==> config.mk <==
export PLATFORM = sky130hd
export DESIGN_NAME = me_result_collector
export DESIGN_NICKNAME = d
export VERILOG_FILES = /design/src/rtl/me_result_collector.sv
export SDC_FILE = /design/constraint.sdc
export NUM_CORES = 1
export LEC_CHECK = 0
export ABC_AREA = 1
export BUFFER_PORTS_ARGS = -buffer_cell sky130_fd_sc_hd__buf_2
export CAP_MARGIN = 20
export CORE_MARGIN = 2
export CORE_UTILIZATION = 52
export DETAILED_ROUTE_END_ITERATION = 8
export GPL_TIMING_DRIVEN = 0
export MAX_ROUTING_LAYER = met4
export PLACE_DENSITY_LB_ADDON = 0.2
export RECOVER_POWER = 50
export SYNTH_ARGS = -nofsm -noshare
export SYNTH_HDL_FRONTEND = slang
export SYNTH_SLANG_ARGS = --single-unit
==> constraint.sdc <==
create_clock -name clk -period 2.56 [get_ports clk]
set_input_delay 0.128 -clock clk [delete_from_list [all_inputs] [get_ports clk]]
set_output_delay 0.128 -clock clk [all_outputs]
set_load 0.005 [all_outputs]
==> src/rtl/me_result_collector.sv <==
// Collects per-block motion-estimation results on the rising edge of data_valid,
// turns positions into signed motion vectors and queues them in a small FWFT FIFO.
module me_result_collector #(
   parameter int SAD_BIT_WIDTH  = 14,
   parameter int SEARCH_OFFSET  = 8,
   parameter int FIFO_DEPTH     = 4,
   parameter int BLOCKS_PER_FRM = 16,
   parameter int BLK_IDX_WIDTH  = 8
) (
   input  logic                              clk,
   input  logic                              rst,
   input  logic                              en_i,
   input  logic [SAD_BIT_WIDTH-1:0]          MSAD_i,
   input  logic [4:0]                        MSAD_column_i,
   input  logic [4:0]                        MSAD_row_i,
   input  logic                              data_valid_i,
   input  logic                              mv_ready_i,
   output logic                              mv_valid_o,
   output logic [5:0]                        mv_x_o,
   output logic [5:0]                        mv_y_o,
   output logic [SAD_BIT_WIDTH-1:0]          mv_sad_o,
   output logic [BLK_IDX_WIDTH-1:0]          blk_idx_o,
   output logic                              frame_done_o,
   output logic                              overflow_o,
   output logic [$clog2(FIFO_DEPTH):0]       fifo_count_o
);

   localparam int PTR_W = $clog2(FIFO_DEPTH);
   localparam int CNT_W = PTR_W + 1;
   localparam int REC_W = 12 + SAD_BIT_WIDTH + BLK_IDX_WIDTH;
   localparam logic [CNT_W-1:0]         FULL_CNT = CNT_W'(FIFO_DEPTH);
   localparam logic [5:0]               OFFSET6  = 6'(SEARCH_OFFSET);
   localparam logic [BLK_IDX_WIDTH-1:0] LAST_BLK = BLK_IDX_WIDTH'(BLOCKS_PER_FRM - 1);

   logic                     armed_reg;
   logic                     dv_q_reg;
   logic                     overflow_reg;
   logic                     frame_done_reg;
   logic [BLK_IDX_WIDTH-1:0] blk_cnt_reg;
   logic [BLK_IDX_WIDTH-1:0] blk_cnt_next;
   logic [PTR_W-1:0]         wr_ptr_reg;
   logic [PTR_W-1:0]         rd_ptr_reg;
   logic [CNT_W-1:0]         count_reg;
   logic [CNT_W-1:0]         count_next;
   logic [REC_W-1:0]         mem_reg [FIFO_DEPTH];
   logic [REC_W-1:0]         rec_next;
   logic [REC_W-1:0]         head;
   logic                     capture;
   logic                     empty;
   logic                     full;
   logic                     pop;
   logic                     push;
   logic                     drop;

   // Only a low->high transition of data_valid after an observed busy phase is a result.
   assign capture = en_i & armed_reg & data_valid_i & ~dv_q_reg;
   assign empty   = (count_reg == '0);
   assign full    = (count_reg == FULL_CNT);
   assign pop     = ~empty & mv_ready_i;
   // A pop in the same cycle frees the slot the incoming record needs.
   assign push    = capture & (~full | pop);
   assign drop    = capture & full & ~pop;

   assign rec_next = {{1'b0, MSAD_column_i} - OFFSET6,
                      {1'b0, MSAD_row_i} - OFFSET6,
                      MSAD_i,
                      blk_cnt_reg};

   assign blk_cnt_next = (blk_cnt_reg == LAST_BLK) ? '0 : blk_cnt_reg + 1'b1;

   always_comb begin
      count_next = count_reg;
      case ({push, pop})
         2'b10:   count_next = count_reg + 1'b1;
         2'b01:   count_next = count_reg - 1'b1;
         default: count_next = count_reg;
      endcase
   end

   always_ff @(posedge clk) begin
      if (push) begin
         mem_reg[wr_ptr_reg] <= rec_next;
      end
   end

   always_ff @(posedge clk) begin
      if (rst) begin
         armed_reg      <= 1'b0;
         dv_q_reg       <= 1'b1;
         overflow_reg   <= 1'b0;
         frame_done_reg <= 1'b0;
         blk_cnt_reg    <= '0;
         wr_ptr_reg     <= '0;
         rd_ptr_reg     <= '0;
         count_reg      <= '0;
      end else begin
         dv_q_reg <= data_valid_i;
         if (capture || !en_i) begin
            armed_reg <= 1'b0;
         end else if (!data_valid_i) begin
            armed_reg <= 1'b1;
         end
         frame_done_reg <= capture && (blk_cnt_reg == LAST_BLK);
         if (capture) begin
            blk_cnt_reg <= blk_cnt_next;
         end
         if (drop) begin
            overflow_reg <= 1'b1;
         end
         if (push) begin
            wr_ptr_reg <= wr_ptr_reg + 1'b1;
         end
         if (pop) begin
            rd_ptr_reg <= rd_ptr_reg + 1'b1;
         end
         count_reg <= count_next;
      end
   end

   // First-word-fall-through head; all record outputs read as zero when empty.
   assign head = empty ? '0 : mem_reg[rd_ptr_reg];

   assign mv_valid_o   = ~empty;
   assign mv_x_o       = head[REC_W-1 -: 6];
   assign mv_y_o       = head[REC_W-7 -: 6];
   assign mv_sad_o     = head[BLK_IDX_WIDTH +: SAD_BIT_WIDTH];
   assign blk_idx_o    = head[BLK_IDX_WIDTH-1:0];
   assign frame_done_o = frame_done_reg;
   assign overflow_o   = overflow_reg;
   assign fifo_count_o = count_reg;

endmodule

==> results of run 1 <==
[cells by family (layout without fill, tap and decap cells)]
logic type / Yosys count / count (layout) / share of synthesized area
flip-flops: 157 / 157 / 0.707
AND/OR/NAND/NOR: 205 / 205 / 0.133
AO/OA/AOI/OAI: 123 / 123 / 0.0974
buffers and inverters: 62 / 188 / 0.0463
adder cells (fa/ha/maj): 8 / 8 / 0.0169
[cell type report]
| class | instances | area [sq um] | area share |
|---|---|---|---|
| Buffer | 27 | 163 | 0.0209 |
| Tap cell | 147 | 184 | 0.0237 |
| Inverter | 35 | 131 | 0.0169 |
| Clock inverter | 9 | 120 | 0.0155 |
| Clock buffer | 22 | 444 | 0.0571 |
| Sequential cell | 157 | 4500 | 0.579 |
| Multi-Input combinational cell | 336 | 1590 | 0.205 |
| Timing Repair Buffer | 95 | 637 | 0.0819 |
[worst reg2reg max path, stage by stage (launching register included)]
cell,delay (ns)
dfxtp_1,0.34
nand2_2,0.08
nor2_4,0.12
buf_6,0.16
nand2_1,0.28
nor2_4,0.61
buf_16,0.24
[stage by stage]
stage          hold slack, ns  area, sq um  instances
6_report               0.0359         7770        828
5_1_grt                0.0297         7770        828
4_1_cts                0.0225         7820        828
3_5_place_dp            0.345         7020        774
3_3_place_gp            0.339         6900        770
2_1_floorplan           0.197         6370        555
[per-layer routing]
metal | vias to the layer above | global-route usage | routed length [microns] | share of wire
met5 | - | - | 0 | 0
met1 | 2073 | 0.256 | 5480 | 0.42
met3 | 28 | 0.0529 | 605 | 0.046
met4 | 0 | 0.0996 | 314 | 0.024
li1 | 2141 | - | - | -
met2 | 126 | 0.360 | 6770 | 0.51
[worst max path at each step]
| stage | start | end | slack [ns] |
|---|---|---|---|
| after floorplan | armed_reg$_SDFFE_PP0N_ | mem_reg[0][0]$_DFFE_PP_ | -0.05 |
| after global placement | armed_reg$_SDFFE_PP0N_ | mem_reg[1][13]$_DFFE_PP_ | -1.21 |
| after detailed placement | armed_reg$_SDFFE_PP0N_ | mem_reg[0][18]$_DFFE_PP_ | 0.54 |
| after CTS | flip-flop | mv_sad_o[12] | 0.51 |
| after global routing | dv_q_reg$_SDFF_PP1_ | mem_reg[0][22]$_DFFE_PP_ | 0.21 |
| final | data_valid_i | mem_reg[0][22]$_DFFE_PP_ | 0.40 |
[Yosys cell counts, types with 2 or more instances]
cell type / instances / share of area
nand2_1: 28 / 0.016
clkbuf_2: 2 / 0.0016
o21ai_0: 61 / 0.048
dfxtp_1: 21 / 0.066
buf_6: 6 / 0.011
a21oi_1: 45 / 0.035
inv_1: 30 / 0.018
buf_2: 12 / 0.0094
nand3_1: 6 / 0.0047
edfxtp_1: 136 / 0.64
clkbuf_1: 7 / 0.0041
inv_2: 5 / 0.0029
o21ai_1: 15 / 0.012
nand4_1: 2 / 0.0020
ha_1: 7 / 0.014
nand3_2: 2 / 0.0031
nor3_1: 2 / 0.0016
nor2_1: 154 / 0.091
nand2_2: 5 / 0.0049
[power groups by stage]
stage               clock network (mW)  logic, mW  registers (mW)
detailed placement                   0       1.77            2.90
floorplan                            0       1.03            2.89
global route                      2.55       1.97            2.85
finish                            2.41       1.78            2.84
global placement                     0       1.74            2.89
CTS                               2.44       1.81            2.84
[timing repair]
action	CTS	global route
endpoints found under the hold margin	87	0
resized for setup	0	0
hold buffers	23	0
[placed cells by master, fill, tap and decap left out, drive strengths merged]
| cell | netlist | layout |
|---|---|---|
| bufinv | 0 | 3 |
| a21oi | 45 | 45 |
| nor2 | 156 | 156 |
| nor4 | 1 | 1 |
| dlygate4sd3 | 0 | 23 |
| nand4 | 2 | 2 |
| clkinv | 0 | 6 |
| nor3 | 3 | 3 |
| edfxtp | 136 | 136 |
| ha | 7 | 7 |
| or2 | 1 | 1 |
| nand3 | 9 | 9 |
| dfxtp | 21 | 21 |
| inv | 35 | 35 |
| clkbuf | 9 | 55 |
| a31oi | 1 | 1 |
| o21ai | 77 | 77 |
| nand2 | 33 | 33 |
| buf | 18 | 66 |
| fa | 1 | 1 |
==> out/metrics.csv, run 1 <==
stage;metric;value;unit
outcome;status;completed;
timing;period_needed;2.16;ns
placed_design;place_congestion;0.755;
setup_path;start_kind;input pin;
setup_path;end_kind;flip-flop;
placed_design;pre_cts_ws;0.538;ns
setup_path;critPathMaxStageDelay;0.61;ns
clock_tree;htreeDepth;4;
drt;ant_nets;0;
setup_path;cp.depth;8;
yosys;synth_cells;555;
timing;max_freq;0.462;GHz
cells_and_area;fill_cells;908;
global_routing;antenna_found_initial;0;
yosys;syn_area_per_cell;11.5;sq um
clock_tree;cts.clk_slew.worst_paths;0.06;ns
placed_design;io_buffers;68;
power_and_ir_drop;pwr-share-comb;0.253;
cells_and_area;final_nets;706;
yosys;netlist_area;0.00637;sq mm
timing;setup_violations;0;
cells_and_area;area_delta_synth_final;22.0;%
setup_path;slowest_stage;nor2_4;
cells_and_area;drive_gt1_frac;0.159;
power_and_ir_drop;clkPwrFrac;0.342;
floorplan;initial_utilization;0.531;
timing;tns;0;ns
clock_tree;cts.sinks;157;
yosys;yosys_warnings;0;
timing;maxSlewViolCount;0;
global_routing;grt_overflow_total;0;
global_routing;track_usage;0.219;
timing;finClkSkew;0.00517;ns
floorplan;dieArea;0.0132;sq mm
power_and_ir_drop;power.density;904;mW/mm^2
power_and_ir_drop;swShare;0.290;
timing;rsz0062_at_grt;false;
yosys;synth-seq-area-share;0.707;
global_routing;grt_max_degree;30;
power_and_ir_drop;seqPwrFrac;0.404;
setup_path;crit_chain;dlygate4sd3_1 -> buf_2 -> nand2_2 -> nor2_4 -> buf_6 -> nand2_1 -> nor2_4 -> buf_16;
drt;vias_per_cell;5.28;
setup_path;r2r_setup_slack;0.42;ns
cells_and_area;final_util;0.647;
yosys;synthArstFlopShare;0;
clock_tree;numCtsBuffers;17;
min_path;hold_path_depth;2;
setup_path;criticalPathCategory;in2reg;
clock_tree;clockBufferDepth;2;
yosys;synth_ff_type;edfxtp_1;
setup_path;crit_required;2.68;ns
setup_path;critPathMaxFanout;18;
power_and_ir_drop;ir_worst_vdd;0.544;mV
clock_tree;post-cts-setup-buffer-count;0;
clock_tree;cts_tree;built;
setup_path;ff2ff_path_depth;6;
cells_and_area;largest_register_ffs;136;
floorplan;num_io_pins;69;
floorplan;fp-row-count;40;
drt;drc;0;
min_path;min_to;mem_reg[3][25]$_DFFE_PP_;
drt;wl_per_cell;15.9;microns
floorplan;die_w;115;microns
yosys;ys_types;28;
drt;firstDrtPassIters;5;
clock_tree;clk_latency;0.42;ns
setup_path;worstReg2RegEnd;mem_reg[0][22]$_DFFE_PP_;
timing;worst_slew_pin_slew;0.647;ns
setup_path;critPathTopFamily;simple AND/OR/NAND/NOR gates;
setup_path;cp_common_cell;nor2_4;
run;maxCapViolCount;0;
setup_path;reg2reg_from;armed_reg$_SDFFE_PP0N_;
yosys;synth_edf_count;136;
yosys;ys_ff_latch;157;
power_and_ir_drop;power.leakage;2.87;nW
min_path;worstHoldStart;MSAD_row_i[3];
power_and_ir_drop;finalPower;7.03;mW
yosys;syn-num-nets;592;
timing;finalCritPeriodShare;0.846;
timing;hold_violations;0;
floorplan;coreArea;0.0120;sq mm
setup_path;arrival;2.29;ns
drt;drtIter0Drc;278;
setup_path;path_buf_inv;4;
power_and_ir_drop;p_int;4.99;mW
global_routing;first_global_vias;4188;
global_routing;grt_pass1_wl;20700;microns
drt;routed_wl;13200;microns
timing;maxSlewHeadroom;0.568;
power_and_ir_drop;p_sw;2.04;mW
placed_design;hpwlAfterDp;8260;microns
cells_and_area;antennaDiodeCount;0;
min_path;hp-class;in2reg;
drt;vias;4368;
timing;postLayoutSetupSlackWorst;0.395;ns
clock_tree;clockRootBuffer;clkbuf_16;
floorplan;die-height;115;microns
Power figures use the tool's default switching activity.
==> inputs of run 2 (changes only) <==
==> constraint.sdc (replaced) <==
create_clock -name clk -period 1.8 [get_ports clk]
set_input_delay 0.09 -clock clk [delete_from_list [all_inputs] [get_ports clk]]
set_output_delay 0.09 -clock clk [all_outputs]
set_load 0.005 [all_outputs]
==> run 2 against run 1 <==
  * The flow now finishes with violations (negative setup slack)
  * Clock power increased by 66%
  * Non-clock buffer count increased by 12
  * Count of clock-buffer cells in the layout fell by 4
  * Combinational power is 69% higher
  * Clock skew is essentially flat
  * Design area rose by 5.7%
  * Die area unchanged
  * Global-route usage is 0.58 points higher
  * First-iteration DRC count increased by 19%
  * Critical path type is now reg2out
  * Largest cell class unchanged
==> out/metrics.csv, run 2 (same netlist as run 1, synthesis figures left out) <==
stage;metric;value;unit;change
outcome;status;finished, violations left;;
outcome;violations;negative setup slack;;
cells_and_area;area_delta_synth_final;29.0;%;
cells_and_area;fin_area;0.00822;sq mm;+5.7%
placed_design;pre_cts_ws;-0.199;ns;-0.737 ns
timing;maxSlewHeadroom;0.749;;+0.181
timing;rsz0062_at_grt;true;;
power_and_ir_drop;finalPower;11.1;mW;+57%
min_path;worstHoldStart;mv_ready_i;;
placed_design;hpwlAfterDp;8170;microns;-1.1%
cells_and_area;fill_cells;861;;-5.2%
floorplan;die_w;115;microns;unchanged
drt;ant_nets;0;;unchanged
cells_and_area;largest_register_ffs;136;;unchanged
clock_tree;clockRootBuffer;clkbuf_16;;
drt;routed_wl;14000;microns;+6.3%
power_and_ir_drop;power.density;1350;mW/mm^2;+49%
setup_path;reg2reg_from;armed_reg$_SDFFE_PP0N_;;
timing;finClkSkew;0.00475;ns;-0.000419 ns
clock_tree;cts_tree;built;;
global_routing;grt_max_degree;30;;unchanged
setup_path;cp_common_cell;buf_8;;
drt;vias;4455;;+2.0%
cells_and_area;final_util;0.684;;+0.0371
power_and_ir_drop;ir_worst_vdd;0.763;mV;+40%
floorplan;fp-row-count;40;;unchanged
cells_and_area;antennaDiodeCount;0;;unchanged
setup_path;critPathMaxFanout;7;;-11
setup_path;ff2ff_path_depth;6;;unchanged
floorplan;die-height;115;microns;unchanged
clock_tree;htreeDepth;4;;unchanged
global_routing;first_global_vias;4268;;+1.9%
global_routing;track_usage;0.225;;+0.00575
floorplan;coreArea;0.0120;sq mm;unchanged
setup_path;path_buf_inv;4;;unchanged
cells_and_area;final_nets;718;;+1.7%
timing;worst_slew_pin_slew;0.373;ns;-0.274 ns
drt;drc;0;;unchanged
placed_design;dp_cells;774;;unchanged
setup_path;end_kind;output pin;;
clock_tree;cts.sinks;157;;unchanged
clock_tree;numCtsBuffers;17;;unchanged
cells_and_area;mostFrequentLayoutCells;nor2_1, edfxtp_1, o21ai_0;;
timing;max_freq;0.543;GHz;
timing;hold_violations;0;;unchanged
min_path;hp-class;in2reg;;
timing;setup_violations;1;;+1
global_routing;antenna_found_initial;0;;unchanged
setup_path;slowest_stage;dfxtp_2;;
timing;finalCritPeriodShare;1.02;;
setup_path;cp.depth;8;;unchanged
global_routing;grt_pass1_wl;21300;microns;+3.0%
run;maxCapViolCount;0;;unchanged
setup_path;start_kind;flip-flop;;
drt;drtIter0Drc;330;;+19%
timing;tns;-0.0411;ns;-0.0411 ns
drt;wl_per_cell;16.6;microns;+4.6%
setup_path;crit_required;1.71;ns;-0.97 ns
placed_design;place_congestion;0.783;;+3.7%
cells_and_area;stdcell_count;841;;+1.6%
min_path;hold_path_depth;4;;+2
timing;period_needed;1.84;ns;
floorplan;dieArea;0.0132;sq mm;unchanged
floorplan;initial_utilization;0.531;;unchanged
power_and_ir_drop;power.leakage;3.08;nW;+7.1%
setup_path;critPathMaxStageDelay;0.34;ns;-0.27 ns
cells_and_area;final_common_cell;nor2_1;;
setup_path;crit_chain;buf_8 -> buf_12 -> buf_8 -> nor2_4 -> nor2_1 -> o21ai_1 -> a21oi_1 -> buf_2;;
timing;maxSlewViolCount;0;;unchanged
cells_and_area;drive_gt1_frac;0.207;;+0.0489
drt;vias_per_cell;5.30;;+0.42%
clock_tree;clk_latency;0.42;ns;about the same
drt;firstDrtPassIters;5;;unchanged
timing;postLayoutSetupSlackWorst;-0.0411;ns;-0.436 ns
placed_design;io_buffers;68;;unchanged
placed_design;placed_area;0.00702;sq mm;unchanged
global_routing;grt_overflow_total;0;;unchanged
floorplan;num_io_pins;69;;unchanged
setup_path;critPathTopFamily;buffers and inverters;;
timing;hold_slack;0.0766;ns;+0.0407 ns
clock_tree;cts.clk_slew.worst_paths;0.06;ns;about the same
setup_path;arrival;1.75;ns;-0.54 ns
clock_tree;clockBufferDepth;2;;unchanged
setup_path;criticalPathCategory;reg2out;;
## run 2: cell types whose count changed in the layout (fill, tap and decap cells not counted), sizes merged
| cell | change |
|---|---|
| buf | +12 |
| clkbuf | -6 |
| bufinv | +3 |
| clkinvlp | +2 |
| dlygate4sd3 | +2 |
| clkinv | -1 |
| inv | +1 |
## run 2: worst paths after layout
kind,endpoint,slack (ns)
min reg2reg,overflow_o$_SDFFE_PP0P_,0.48
max reg2reg,mem_reg[1][17]$_DFFE_PP_,0.16
max,mv_x_o[3],-0.04
min,overflow_o$_SDFFE_PP0P_,0.08
## run 2: layer usage
metal  track usage  vias up  part of all wire
li1              -     2166                 -
met1         0.270     2130              0.40
met2         0.379      143              0.52
met3        0.0413       16             0.059
met4        0.0876        0             0.014
met5             -        -                 0
## run 2: power breakdown
| part | internal [mW] | total, mW | switching (mW) |
|---|---|---|---|
| Sequential | 4.00 | 4.05 | 0.0525 |
| Combinational | 1.28 | 3.00 | 1.71 |
| Clock | 2.60 | 4.01 | 1.41 |
## run 2: final cells by class
class / count / area, sq um / area share
multi-input cells: 336 / 1630 / 0.198
repair buffers: 107 / 811 / 0.0986
well taps: 147 / 184 / 0.0224
inverters: 35 / 139 / 0.0169
flip-flops and latches: 157 / 4510 / 0.548
clock inverters: 14 / 240 / 0.0292
clock buffers: 18 / 429 / 0.0522
plain buffers: 27 / 284 / 0.0346
## run 2: what timing repair did
item                                    in CTS  in global routing
pin swaps                                    3                 16
resized for setup                           25                 45
endpoints found under the setup margin     102                 92
gates cloned                                 0                  3
setup buffers                                3                  4
hold buffers                                25                  0
hold endpoints to repair                    95                  0
## run 2: worst min-delay path: stages
cell and delay, ns:
buf_2 0.10, nor2_1 0.06, a31oi_1 0.16, nor2_1 0.05
==> inputs of run 3 (changes only) <==
--- a/config.mk
+++ b/config.mk
@@ -5,7 +5,6 @@
 export SDC_FILE = /design/constraint.sdc
 export NUM_CORES = 1
 export LEC_CHECK = 0
-export ABC_AREA = 1
 export BUFFER_PORTS_ARGS = -buffer_cell sky130_fd_sc_hd__buf_2
 export CAP_MARGIN = 20
 export CORE_MARGIN = 2
==> run 3 against run 2 <==
  * Clock power is 10% lower
  * Synthesized area is 0.90% lower
  * Design area is 0.43% lower
  * Highest routed layer unchanged
  * The run still ends with negative setup slack left
  * Power is 31% lower
  * Fmax is 5.0% lower
  * Global-route usage is 3.2 points lower
  * Combinational power is 95% lower
  * Die area is 0.87% lower
  * Worst setup slack worse by 0.096 ns
  * First-iteration DRC count is 13% lower
  * Largest power group unchanged
  * Register-to-register slack worse by 0.26 ns
  * Core utilization is 0.28 points higher
==> out/metrics.csv, run 3 <==
stage;metric;value;unit;change
drt;ant_nets;0;;unchanged
placed_design;hpwlAfterDp;6190;microns;-24%
placed_design;pre_cts_ws;-0.455;ns;-0.256 ns
cells_and_area;antennaDiodeCount;0;;unchanged
yosys;synth-seq-area-share;0.713;;+0.00644
setup_path;cp-endpoint;mv_y_o[0];;
setup_path;crit_required;1.71;ns;about the same
setup_path;r2r_setup_slack;-0.10;ns;-0.26 ns
global_routing;grt_max_degree;35;;+17%
yosys;synth_edf_count;136;;unchanged
floorplan;fp-row-count;40;;unchanged
timing;postLayoutSetupSlackWorst;-0.138;ns;-0.0964 ns
yosys;ys_types;43;;+54%
setup_path;critPathMaxFanout;8;;+1
timing;max_freq;0.516;GHz;-5.0%
yosys;netlist_area;0.00631;sq mm;-0.90%
drt;drc;0;;unchanged
yosys;synth_ff_type;edfxtp_1;;
yosys;ys_top_cells_by_area;edfxtp_1, mux4_2, dfxtp_1;;
global_routing;first_global_vias;3404;;-20%
cells_and_area;largest_register_ffs;136;;unchanged
setup_path;reg2reg_from;dv_q_reg$_SDFF_PP1_;;
min_path;hp-class;in2reg;;
drt;vias;3403;;-24%
clock_tree;cts_tree;built;;
drt;drtIter0Drc;286;;-13%
global_routing;track_usage;0.192;;-0.0324
cells_and_area;area_delta_synth_final;29.6;%;
yosys;ys_top_cells_by_count;edfxtp_1, and2_1, mux4_2;;
clock_tree;cts.clk_slew.worst_paths;0.06;ns;about the same
power_and_ir_drop;power.density;938;mW/mm^2;-30%
power_and_ir_drop;ir_worst_vdd;0.652;mV;-15%
floorplan;num_io_pins;69;;unchanged
yosys;synth_cells;339;;-39%
run;maxCapViolCount;0;;unchanged
timing;hold_slack;0.0425;ns;-0.0341 ns
cells_and_area;final_util;0.687;;+0.00281
timing;finalCritPeriodShare;1.08;;+0.0536
global_routing;antenna_found_initial;0;;unchanged
drt;firstDrtPassIters;4;;-1
timing;setup_violations;36;;+35
setup_path;worstReg2RegEnd;fifo_count_o[2]$_SDFFE_PP0P_;;
drt;wl_per_cell;19.2;microns;+15%
yosys;yosys.area.top_type;edfxtp_1;;
floorplan;initial_utilization;0.530;;about the same
clock_tree;clk_latency;0.42;ns;about the same
floorplan;dieArea;0.0130;sq mm;-0.87%
drt;vias_per_cell;5.41;;+2.1%
cells_and_area;final_common_cell;edfxtp_1;;
setup_path;end_kind;output pin;;
timing;maxSlewViolCount;0;;unchanged
cells_and_area;fin_area;0.00818;sq mm;-0.43%
placed_design;io_buffers;67;;-1.5%
yosys;syn_area_per_cell;18.6;sq um;+62%
cells_and_area;multi_input_area;0.00173;sq mm;+6.5%
global_routing;grt_pass1_wl;17800;microns;-17%
floorplan;die_w;114;microns;-0.44%
power_and_ir_drop;finalPower;7.68;mW;-31%
placed_design;placed_area;0.00687;sq mm;-2.2%
clock_tree;clockBufferDepth;2;;unchanged
cells_and_area;drive_gt1_frac;0.396;;+0.189
cells_and_area;final_nets;506;;-30%
placed_design;dp_cells;553;;-29%
setup_path;ff2ff_path_depth;7;;+1
setup_path;criticalPathCategory;reg2out;;
cells_and_area;fill_cells;781;;-9.3%
global_routing;grt_overflow_total;0;;unchanged
yosys;yosysMostFrequentCell;edfxtp_1;;
yosys;synthArstFlopShare;0;;unchanged
cells_and_area;mostFrequentLayoutCells;edfxtp_1, mux4_2, and2_4;;
timing;maxSlewHeadroom;0.660;;-0.0888
placed_design;place_congestion;0.741;;-5.4%
cells_and_area;stdcell_count;629;;-25%
timing;rsz0062_at_grt;true;;
clock_tree;numCtsBuffers;17;;unchanged
timing;tns;-3.13;ns;-3.09 ns
timing;worst_slew_pin_slew;0.510;ns;+0.137 ns
outcome;status;finished, violations left;;
setup_path;start_kind;flip-flop;;
outcome;violations;negative setup slack;;
yosys;ys_ff_latch;157;;unchanged
drt;routed_wl;12100;microns;-14%
yosys;synth.top_cell.area_share;0.647;;+0.00584
yosys;yosys_warnings;0;;unchanged
floorplan;coreArea;0.0119;sq mm;-0.83%
clock_tree;htreeDepth;4;;unchanged
floorplan;die-height;114;microns;-0.44%
timing;hold_violations;0;;unchanged
timing;period_needed;1.94;ns;+0.0964 ns
timing;finClkSkew;0.00822;ns;+0.00347 ns
clock_tree;clockRootBuffer;clkbuf_16;;
clock_tree;cts.sinks;157;;unchanged
setup_path;arrival;1.85;ns;+0.10 ns
cells_and_area;regArea;0.00452;sq mm;+0.28%
yosys;syn-num-nets;376;;-36%
power_and_ir_drop;power.leakage;2.88;nW;-6.3%
-- run 3: worst max-delay path, cell delays in order (launching register included) --
cell	delay, ns
dfxtp_2	0.34
buf_12	0.16
clkbuf_16	0.17
mux4_2	0.50
and2_4	0.16
buf_6	0.11
-- run 3: kinds of logic (layout without fill, tap and decap cells) --
| logic type | count (synthesis) | in the layout | share of synthesized area |
|---|---|---|---|
| AOI/OAI and AO/OA | 13 | 13 | 0.0147 |
| xor gates and xnor gates | 12 | 12 | 0.0178 |
| adders and majority gates | 8 | 8 | 0.0170 |
| buffers and inverters | 30 | 169 | 0.0329 |
| DFF | 157 | 157 | 0.713 |
| muxes | 34 | 34 | 0.124 |
| and+or+nand+nor | 85 | 89 | 0.0806 |
-- run 3: power by group --
group	leakage, nW	internal, mW	switching (mW)	total, mW
combinational	1.20	0.0769	0.0750	0.152
sequential	1.39	3.94	0.00299	3.94
clock	0.292	2.18	1.40	3.59
-- run 3: worst min-delay path by stage --
| stage | startpoint | to | slack, ns | cells after the start |
|---|---|---|---|---|
| 2_1_floorplan | data_valid_i | armed_reg$_SDFFE_PP0N_ | 0.18 | 1 |
| 3_3_place_gp | data_valid_i | armed_reg$_SDFFE_PP0N_ | 0.29 | 2 |
| 3_5_place_dp | data_valid_i | armed_reg$_SDFFE_PP0N_ | 0.31 | 2 |
| 4_1_cts | rst | fifo_count_o[2]$_SDFFE_PP0P_ | 0.03 | 2 |
| 5_1_grt | rst | fifo_count_o[2]$_SDFFE_PP0P_ | 0.06 | 2 |
| 6_report | rst | fifo_count_o[2]$_SDFFE_PP0P_ | 0.04 | 2 |
-- run 3: area by class of cell --
| type | instances | share of cell area |
|---|---|---|
| Sequential cell | 157 | 0.552 |
| Tap cell | 147 | 0.0225 |
| Inverter | 11 | 0.00505 |
| Buffer | 16 | 0.0245 |
| Clock buffer | 18 | 0.0524 |
| Timing Repair Buffer | 110 | 0.111 |
| Multi-Input combinational cell | 156 | 0.212 |
| Clock inverter | 14 | 0.0206 |
-- run 3: per-layer routing --
| metal | track usage | up-vias | share of wire |
|---|---|---|---|
| li1 | - | 1569 | - |
| met1 | 0.244 | 1712 | 0.44 |
| met2 | 0.303 | 102 | 0.50 |
| met3 | 0.0551 | 20 | 0.046 |
| met4 | 0.0618 | 0 | 0.013 |
| met5 | - | - | 0 |
-- run 3: timing repair --
action / 4_1_cts / 5_1_grt
hold endpoints to repair: 90 / 0
setup buffers: 14 / 1
resized for setup: 63 / 28
gates cloned: 4 / 5
hold buffers: 24 / 0
endpoints found under the setup margin: 172 / 172
pin swaps: 22 / 20
